### config.mk
export PLATFORM = sky130hd
export DESIGN_NAME = mio_bus_dma
export DESIGN_NICKNAME = d
export VERILOG_FILES = /design/src/rtl/mio_bus_dma.sv
export SDC_FILE = /design/constraint.sdc
export NUM_CORES = 1
export LEC_CHECK = 0
export ABC_AREA = 1
export CAP_MARGIN = 5
export CELL_PAD_IN_SITES_DETAIL_PLACEMENT = 2
export CELL_PAD_IN_SITES_GLOBAL_PLACEMENT = 2
export CORE_MARGIN = 4
export CORE_UTILIZATION = 28
export DETAILED_ROUTE_END_ITERATION = 10
export PLACE_DENSITY_LB_ADDON = 0.1
export SETUP_SLACK_MARGIN = 0.4
export SLEW_MARGIN = 20
export SYNTH_ARGS = -nofsm -noshare
export SYNTH_HDL_FRONTEND = slang
export SYNTH_SLANG_ARGS = --single-unit
### constraint.sdc
create_clock -name clk_i -period 9.54 [get_ports clk_i]
set_input_delay 2.862 -clock clk_i [delete_from_list [all_inputs] [get_ports clk_i]]
set_output_delay 2.862 -clock clk_i [all_outputs]
set_load 0.01 [all_outputs]
### src/rtl/mio_bus_dma.sv
// MIO bus DMA initiator: copies a block of 32-bit words from a source to a destination
// address with mem_rd/mem_w transactions, sharing the bus through a req/gnt arbiter.
module mio_bus_dma #(
    parameter int RD_LAT = 1,
    parameter int CNT_W  = 16
) (
    input  logic             clk_i,
    input  logic             rst_i,
    input  logic             start_i,
    input  logic [31:0]      src_addr_i,
    input  logic [31:0]      dst_addr_i,
    input  logic [CNT_W-1:0] word_cnt_i,
    input  logic             src_inc_i,
    input  logic             dst_inc_i,
    input  logic             abort_i,
    input  logic             bus_gnt_i,
    input  logic [31:0]      bus_data_in_i,
    output logic             bus_req_o,
    output logic             mem_rd_o,
    output logic             mem_w_o,
    output logic [31:0]      addr_bus_o,
    output logic [31:0]      bus_data_out_o,
    output logic             busy_o,
    output logic             done_o,
    output logic             err_o,
    output logic [CNT_W-1:0] words_left_o
);

    localparam int RDC_W = $clog2(RD_LAT + 2);

    typedef enum logic [2:0] {
        S_IDLE,
        S_REQ,
        S_RD,
        S_WR,
        S_DONE
    } state_t;

    state_t           state_q, state_d;
    logic [31:0]      src_ptr_q, src_ptr_d;
    logic [31:0]      dst_ptr_q, dst_ptr_d;
    logic [31:0]      data_q, data_d;
    logic             src_inc_q, src_inc_d;
    logic             dst_inc_q, dst_inc_d;
    logic             abort_q, abort_d;
    logic             err_q, err_d;
    logic [CNT_W-1:0] words_left_q, words_left_d;
    logic [RDC_W-1:0] rd_cnt_q, rd_cnt_d;

    logic misaligned;
    logic abort_seen;
    logic rd_last;
    logic last_word;

    assign misaligned = (src_addr_i[1:0] != 2'b00) || (dst_addr_i[1:0] != 2'b00);
    assign abort_seen = abort_q || abort_i;
    assign rd_last    = (rd_cnt_q == RDC_W'(RD_LAT));
    assign last_word  = (words_left_q == CNT_W'(1));

    always_ff @(posedge clk_i or posedge rst_i) begin
        if (rst_i) begin
            state_q <= S_IDLE;
        end else begin
            state_q <= state_d;
        end
    end

    // Grant is only consulted at word boundaries (REQ, or leaving WR).
    always_comb begin
        state_d = state_q;
        case (state_q)
            S_IDLE: begin
                if (start_i) begin
                    if (misaligned || (word_cnt_i == '0)) begin
                        state_d = S_DONE;
                    end else begin
                        state_d = S_REQ;
                    end
                end
            end
            S_REQ: begin
                if (abort_seen) begin
                    state_d = S_DONE;
                end else if (bus_gnt_i) begin
                    state_d = S_RD;
                end
            end
            S_RD: begin
                if (rd_last) begin
                    state_d = S_WR;
                end
            end
            S_WR: begin
                if (last_word || abort_seen) begin
                    state_d = S_DONE;
                end else if (bus_gnt_i) begin
                    state_d = S_RD;
                end else begin
                    state_d = S_REQ;
                end
            end
            S_DONE:  state_d = S_IDLE;
            default: state_d = S_IDLE;
        endcase
    end

    always_comb begin
        src_ptr_d    = src_ptr_q;
        dst_ptr_d    = dst_ptr_q;
        data_d       = data_q;
        src_inc_d    = src_inc_q;
        dst_inc_d    = dst_inc_q;
        abort_d      = abort_q;
        err_d        = err_q;
        words_left_d = words_left_q;
        rd_cnt_d     = rd_cnt_q;

        if (((state_q == S_REQ) || (state_q == S_RD) || (state_q == S_WR)) && abort_i) begin
            abort_d = 1'b1;
        end

        case (state_q)
            S_IDLE: begin
                if (start_i) begin
                    abort_d      = 1'b0;
                    rd_cnt_d     = '0;
                    words_left_d = '0;
                    if (misaligned) begin
                        err_d = 1'b1;
                    end else begin
                        err_d = 1'b0;
                        if (word_cnt_i != '0) begin
                            src_ptr_d    = src_addr_i;
                            dst_ptr_d    = dst_addr_i;
                            src_inc_d    = src_inc_i;
                            dst_inc_d    = dst_inc_i;
                            words_left_d = word_cnt_i;
                        end
                    end
                end
            end
            S_RD: begin
                if (rd_last) begin
                    data_d   = bus_data_in_i;
                    rd_cnt_d = '0;
                end else begin
                    rd_cnt_d = rd_cnt_q + RDC_W'(1);
                end
            end
            S_WR: begin
                words_left_d = words_left_q - CNT_W'(1);
                if (src_inc_q) begin
                    src_ptr_d = src_ptr_q + 32'd4;
                end
                if (dst_inc_q) begin
                    dst_ptr_d = dst_ptr_q + 32'd4;
                end
            end
            S_DONE: begin
                abort_d = 1'b0;
            end
            default: ;
        endcase
    end

    always_ff @(posedge clk_i or posedge rst_i) begin
        if (rst_i) begin
            src_ptr_q    <= '0;
            dst_ptr_q    <= '0;
            data_q       <= '0;
            src_inc_q    <= 1'b0;
            dst_inc_q    <= 1'b0;
            abort_q      <= 1'b0;
            err_q        <= 1'b0;
            words_left_q <= '0;
            rd_cnt_q     <= '0;
        end else begin
            src_ptr_q    <= src_ptr_d;
            dst_ptr_q    <= dst_ptr_d;
            data_q       <= data_d;
            src_inc_q    <= src_inc_d;
            dst_inc_q    <= dst_inc_d;
            abort_q      <= abort_d;
            err_q        <= err_d;
            words_left_q <= words_left_d;
            rd_cnt_q     <= rd_cnt_d;
        end
    end

    // Strobes decode straight from state so an async reset drops them at once.
    always_comb begin
        bus_req_o      = 1'b0;
        mem_rd_o       = 1'b0;
        mem_w_o        = 1'b0;
        addr_bus_o     = '0;
        bus_data_out_o = '0;
        done_o         = 1'b0;
        busy_o         = (state_q != S_IDLE);
        case (state_q)
            S_REQ: begin
                bus_req_o = 1'b1;
            end
            S_RD: begin
                bus_req_o  = 1'b1;
                mem_rd_o   = 1'b1;
                addr_bus_o = src_ptr_q;
            end
            S_WR: begin
                bus_req_o      = 1'b1;
                mem_w_o        = 1'b1;
                addr_bus_o     = dst_ptr_q;
                bus_data_out_o = data_q;
            end
            S_DONE: begin
                done_o = 1'b1;
            end
            default: ;
        endcase
    end

    assign err_o        = err_q;
    assign words_left_o = words_left_q;

endmodule

* After elaboration in Yosys (flattened, before gate mapping)
Index checks and enable logic that the tools add are counted.
W data, S select, Z words.
** Cells by class
- Add/subtract/negate cells :: 4
- $mul :: 0
- Divide/modulo/power cells :: 0
- Magnitude comparators :: 0
- Equal/unequal tests :: 13
- Shift-type cells :: 0
- Muxes and demuxes :: 35
- Bitwise operators :: 1
- Reduce and logical (&&, ||, !) cells :: 24
** Operator list (count)
- $mux W32 :: 9
- $pmux W32 S2 :: 3
- $add A32 B3 Y32 const B :: 2
- $mux W16 :: 3
- $pmux W16 S2 :: 1
- $mux W3 :: 6
- $eq A16 B1 Y1 const B :: 1
- $logic_not A16 Y1 :: 1
- $reduce_bool A16 Y1 :: 1
- $sub A16 B1 Y16 const B :: 1
- $ne A2 B2 Y1 const B :: 6
- $pmux W3 S4 :: 1
- $reduce_and A5 Y1 :: 2
- $reduce_and A2 Y1 :: 4
- $reduce_bool A2 Y1 :: 4
- $mux W1 :: 7
- $eq A3 B2 Y1 const B :: 2
- $logic_or A1 B1 Y1 :: 6
- $mux W2 :: 3
- $pmux W2 S2 :: 1
- $reduce_and A4 Y1 :: 1
- $eq A3 B1 Y1 const B :: 1
- $eq A3 B3 Y1 const B :: 1
- $logic_not A3 Y1 :: 1
- 9 further kinds :: 9
** Word-level totals
- Bits in registers :: 121
- Bits in latches :: 0
- Bits in writable memories :: 0
- Bits in read-only memories :: 0
- Input port bits :: 119
- Output and inout port bits :: 86
- Word-level logic and storage cells :: 87
- Memories kept :: 0

* Longest topological paths before layout
Gate-level depths: netlist of run 1.
- Word-level depth :: 7
- Mapped depth :: 11

* Worst setup path before layout of run 1
OpenSTA, ideal clock, no wires.
- Path type :: register to output
- Start :: register state_q[2]
- End :: output port addr_bus_o[4]
- Arrival time :: 1.430 ns
- Data required time :: 6.678 ns
- Setup slack :: 5.248 ns
- Cell stages (with the launch flop) :: 7
- Path buffers :: 3
- Cell sequence :: dfrtp_1 -> inv_2 -> nand3_4 -> buf_6 -> buf_6 -> buf_2 -> o21ai_0
** On the way
- Cells in the longest elaborated chain, start to end :: 2
** Ends and longest elaborated chain
- start: declaration :: line 39 : state_t state_q, state_d;
- start signal: assignment :: line 64 : state_q <= state_d;
- $eq A3 B2 Y1 :: line 199 : case (state_q)
- $pmux W32 S2 * :: line 199
- end: declaration :: line 21 : output logic [31:0] addr_bus_o,
Every way passes the cells marked *; elsewhere a longest branch is shown, timed or not.

* Worst setup path in the final report of run 1
- Start :: register state_q[2]
- End :: output port addr_bus_o[5]
Same word-level chain as after synthesis.

==> key figures, run 1 <==
Synthesis
  – Syn nets: 1405
  – Synth Area per Inst: 6.386 um2
  – Post-Syn Area: 8187 um2
  – Ys Warns: 0
  – Async S/R FF share, synth: 1.000
  – Sequential fraction of the synthesis area: 0.3699
  – Post-synth EDFFs: 0
  – Register bit total from synthesis: 121
  – Top_reg_cell synth: dfrtp_1
  – Netlist cell types: 38
  – Synth Instances: 1282

Pwr
  – Max IR drop VDD: 114.8 uV
  – Leakage: 5.198 nW
  – Total power: 2.757 mW
  – Pwr Density: 247.8 nW/um2

Clocking
  – H-Tree Depth: 4
  – Hold Buf Count CTS: 0
  – Clock slew at reported path FFs: 60 ps
  – TritonCTS Buffers: 17
  – Clock latency on the worst-skew pair: 430 ps
  – Setup Buffers After CTS: 0
  – CTS resizes: 0
  – CTS tree: done
  – Clk sinks: 121
  – CTS Buffer Depth: 2
  – CTS Root Buffer Type: clkbuf_16

Setup path
  – Worst flop-to-flop path startpoint: state_q[2]
  – Worst reg-to-reg setup slack: 6350 ps
  – Critical Path AT: 2990 ps
  – Max FO, Critical Path: 64
  – CP startpoint kind: register
  – FF-to-FF path depth: 8
  – CP endpoint kind: output port
  – Critical Path RT: 6680 ps
  – Kind of critical path: reg2out
  – Crit Reg-Reg Endpoint: dst_ptr_q[25]

Drt
  – Routed Antenna Nets: 0
  – Detailed Route Iter0 Violations: 497
  – 1st-pass router iterations: 4
  – Vias: 9040
  – WL per Instance: 18.34 um
  – Routed WL: 34.12 mm
  – Drt drc: 0
  – Routed vias/inst: 4.858

Timing
  – Final setup TNS: 0 ps
  – Clock Skews: 14.50 ps
  – Fin. max-slew vios: 0
  – Rel. slew slack: 0.5226
  – Worst slew pin tran: 713.5 ps
  – WHS: 505.3 ps
  – Fin crit share: 0.6136
  – Endpoints failing setup: 0
  – RSZ-0062 raised after global routing: false
  – Count of final hold-check violations: 0
  – Period minus WS final: 5854 ps
  – Achievable Freq: 170.8 MHz

Floorplan
  – I/O pins: 205
  – Core Area: 28780 um2
  – Rows: 62
  – Initial core utilization: 0.2845
  – Die area: 32040 um2
  – Chip height: 179.0 um
  – Die Width: 179.0 um

Global route
  – Total GRT Usage: 0.2149
  – Largest net degree at the start of global routing: 65
  – Global route total overflow: 0
  – Vias in the first global route: 9586
  – First-pass GRT wire length: 53.77 mm
  – Antenna violations before repair: 1

Placed design
  – Gpl congestion: 0.8006
  – Dpl hpwl: 25.95 mm
  – Area after DPL: 10480 um2
  – Port buffer count: 204

Hold path
  – Hold path cells: 2
  – Hold path startpoint: dst_ptr_q[0]
  – HP Class: reg2reg
  – Hold Path Sink: dst_ptr_q[0]

Finish
  – Most common cell after layout, fill and taps aside: nand2_1
  – Layout cells sized above 1: 0.05285
  – Final core occ: 0.3866
  – Register area: 3028 um2
  – # nets final: 1586
  – Most frequent cells in the layout: 412 x nand2_1, 222 x nor2_1, 204 x clkdlybuf4s50_1
  – Area of the multi-input gates: 4303 um2
  – Finished Cell Area: 11130 um2
  – Synth-to-layout area growth: 35.92%
  – # fillers: 3445

Outcome
  – Run status: completed

Run
  – Max-cap violations: 0
[synth_stat cells, types with 7 or more instances]
cell type    n  share of area
buf_6        7         0.0096
o22ai_1     30          0.023
inv_1      148          0.068
clkbuf_1    13         0.0060
nor2_1     222           0.10
nand2_2     10         0.0076
o21ai_1     23          0.014
dfrtp_1    121           0.37
a21oi_1     39          0.024
nand3_1    123          0.075
o211ai_1     9         0.0083
nand2_1    413           0.19
buf_2       22          0.013
nand4_1     14          0.011
o21ai_2      9         0.0096
o21ai_0     34          0.021
[stage by stage]
stage	instances	setup slack, ps
global route	1861	3466
finish	1861	3686
floorplan	1282	3464
CTS	1860	3653
detailed placement	1828	4110
global placement	1828	4167
[critical path: stages, from the launching register on]
cell             delay [ps]
dfrtp_1                 510
inv_2                   160
nand3_4                 460
buf_4                   550
o22ai_1                 260
clkdlybuf4s50_1         590
[power by group]
| group | switching [mW] | internal [mW] | total, mW |
|---|---|---|---|
| Clock | 0.279 | 0.444 | 0.723 |
| Combinational | 0.739 | 0.366 | 1.10 |
| Sequential | 0.205 | 0.724 | 0.930 |
| Total | 1.22 | 1.53 | 2.76 |
[cell families (layout without fill, tap and decap cells)]
logic type      after synthesis  in the layout  synth area share
fa+ha+maj                     4              4          0.006114
other cells                   0              1                 0
xor+xnor                      5              5          0.005349
simple gates                800            800            0.4082
compound gates              149            149            0.1050
flops                       121            121            0.3699
buf+inv                     203            397            0.1055
[metal layers]
layer / global-route usage / wire length (um) / share of wire / vias to the layer above
met5: 0 / 0 / 0 / -
met4: 0.04477 / 450 / 0.013 / 0
met3: 0.03585 / 1181 / 0.035 / 25
met2: 0.3754 / 16700 / 0.49 / 161
met1: 0.2799 / 15790 / 0.46 / 4446
li1: - / - / - / 4408
[flip-flops by register name, summed over array words and instances (netlist names)]
name          flops
dst_ptr_q        32
dst_inc_q         1
err_o             1
src_inc_q         1
words_left_o     16
abort_q           1
state_q           3
rd_cnt_q          2
data_q           32
src_ptr_q        32
[area by class of cell]
class | count | area share
Multi-Input combinational cell | 958 | 0.3867
Sequential cell | 121 | 0.2721
Timing Repair Buffer | 209 | 0.1869
Inverter | 156 | 0.05308
Tap cell | 384 | 0.04318
Clock buffer | 17 | 0.03823
Clock inverter | 15 | 0.01957
Antenna cell | 1 | 0.0002249
[how the worst max path moves through the flow]
stage,cells past startpoint,endpoint,start
2_1_floorplan,1,abort_q,rst_i
3_3_place_gp,6,addr_bus_o[13],state_q[2]
3_5_place_dp,5,addr_bus_o[5],state_q[2]
4_1_cts,5,addr_bus_o[5],state_q[2]
5_1_grt,6,addr_bus_o[13],state_q[2]
6_report,5,addr_bus_o[5],state_q[2]
Note: power is estimated with default switching activity, not from simulation.
==> run 2: changes to the inputs <==
--- a/config.mk
+++ b/config.mk
@@ -10,7 +10,7 @@
 export CELL_PAD_IN_SITES_DETAIL_PLACEMENT = 2
 export CELL_PAD_IN_SITES_GLOBAL_PLACEMENT = 2
 export CORE_MARGIN = 4
-export CORE_UTILIZATION = 28
+export CORE_UTILIZATION = 24
 export DETAILED_ROUTE_END_ITERATION = 10
 export PLACE_DENSITY_LB_ADDON = 0.1
 export SETUP_SLACK_MARGIN = 0.4
==> constraint.sdc (replaced) <==
create_clock -name clk_i -period 4.79 [get_ports clk_i]
set_input_delay 1.437 -clock clk_i [delete_from_list [all_inputs] [get_ports clk_i]]
set_output_delay 1.437 -clock clk_i [all_outputs]
set_load 0.01 [all_outputs]
==> key figures, run 2 (same netlist as run 1, synthesis figures left out) <==
Outcome
  – Run status: completed

Drt
  – 1st-pass router iterations: 4
  – Routed Antenna Nets: 0
  – Detailed Route Iter0 Violations: 340
  – Routed WL: 35.53 mm
  – Drt drc: 0
  – WL per Instance: 18.44 um
  – Vias: 9019
  – Routed vias/inst: 4.680

Timing
  – RSZ-0062 raised after global routing: false
  – Period minus WS final: 4061 ps
  – Fin crit share: 0.8478
  – Clock Skews: 14.50 ps
  – Final setup TNS: 0 ps
  – Count of final hold-check violations: 0
  – Endpoints failing setup: 0
  – Achievable Freq: 246.2 MHz
  – Rel. slew slack: 0.4787
  – Worst slew pin tran: 780.3 ps
  – Fin. max-slew vios: 0

Clocking
  – CTS tree: done
  – Hold Buf Count CTS: 0
  – Clock slew at reported path FFs: 60 ps
  – Clk sinks: 121
  – TritonCTS Buffers: 17
  – Setup Buffers After CTS: 0
  – CTS Buffer Depth: 2
  – CTS resizes: 0
  – CTS Root Buffer Type: clkbuf_16
  – Clock latency on the worst-skew pair: 430 ps
  – H-Tree Depth: 4

Finish
  – Diode count: 0
  – Most frequent cells in the layout: 412 x nand2_1, 222 x nor2_1, 204 x clkdlybuf4s50_1
  – Synth-to-layout area growth: 37.63%
  – # nets final: 1589
  – Post-Layout Cell Count: 1927
  – # fillers: 4011
  – Finished Cell Area: 11270 um2
  – Layout cells sized above 1: 0.05409
  – Most common cell after layout, fill and taps aside: nand2_1
  – Top Registers: data_q (32), dst_ptr_q (32), src_ptr_q (32)

Floorplan
  – Initial core utilization: 0.2435
  – Chip height: 192.7 um
  – I/O pins: 205
  – Die Width: 192.7 um
  – Rows: 67
  – Die area: 37130 um2
  – Core Area: 33620 um2

Setup path
  – Max FO, Critical Path: 34
  – Worst reg-to-reg setup slack: 2210 ps
  – FF-to-FF path depth: 9
  – CP startpoint kind: register
  – Worst Setup EP: addr_bus_o[15]
  – Kind of critical path: reg2out
  – Beginning of the critical path: state_q[2]
  – Critical Path RT: 3350 ps
  – Critical Path AT: 2620 ps
  – Crit Reg-Reg Endpoint: words_left_o[8]
  – Worst flop-to-flop path startpoint: state_q[2]
  – CP endpoint kind: output port

Placed design
  – Port buffer count: 204
  – Gpl congestion: 0.7681
  – Area after DPL: 10610 um2
  – Placed cells: 1895
  – Dpl hpwl: 27.05 mm

Global route
  – Largest net degree at the start of global routing: 94
  – Vias in the first global route: 9635
  – Global route total overflow: 0
  – Total GRT Usage: 0.1928
  – Antenna violations before repair: 0
  – First-pass GRT wire length: 55.70 mm

Pwr
  – Max IR drop VDD: 260.2 uV
  – Pwr Density: 493.6 nW/um2
  – Leakage: 5.224 nW

Hold path
  – HP Class: reg2reg

Run
  – Max-cap violations: 0
## run 2: layout make-up
type	instances	area, um2	share of cell area
multi-input combinational	958	4303	0.3819
sequential	121	3028	0.2687
timing repair buffer	212	2127	0.1888
inverter	156	591.8	0.05253
tap	448	560.5	0.04975
clock buffer	19	442.9	0.03931
clock inverter	13	214.0	0.01899
## run 2: critical path, stage by stage (launching register included)
cell             delay [ps]
dfrtp_1                 510
nor3_4                  380
inv_2                   320
o22ai_1                 370
clkdlybuf4s50_1         610
## run 2: how the worst min path moves through the flow
stage                               to  slack, ps  cells past startpoint          from
after floorplan              dst_inc_q        450                      2     dst_inc_q
after global placement       dst_inc_q        470                      2     dst_inc_q
after detailed placement     dst_inc_q        480                      2     dst_inc_q
after CTS                 dst_ptr_q[0]        500                      2  dst_ptr_q[0]
after global routing      dst_ptr_q[1]        520                      2  dst_ptr_q[1]
final                        dst_inc_q        490                      2     dst_inc_q
## run 2: layer usage
layer	vias to the layer above	wire length, um	track usage
met5	-	0	0
met4	0	526	0.04334
met3	30	1196	0.02876
met2	133	17040	0.3287
met1	4451	16770	0.2581
li1	4405	-	-
## run 2: power breakdown
part | internal (mW) | switching [mW] | total, mW
sequential | 1.44 | 0.407 | 1.85
clock | 0.945 | 0.554 | 1.50
combinational | 0.742 | 1.47 | 2.21
total | 3.13 | 2.43 | 5.56
## run 2: stage by stage
stage | utilization | power [mW] | hold WS [ps] | worst slack (ps)
after floorplan | - | 3.272 | 449.5 | 1870
after global placement | 0.3155 | 4.024 | 465.6 | 1242
after detailed placement | 0.3156 | 4.120 | 477.1 | 1130
after CTS | 0.3352 | 5.659 | 498.5 | 665.1
after global routing | 0.3352 | 6.041 | 520.3 | 573.0
final | 0.3352 | 5.561 | 490.6 | 728.8
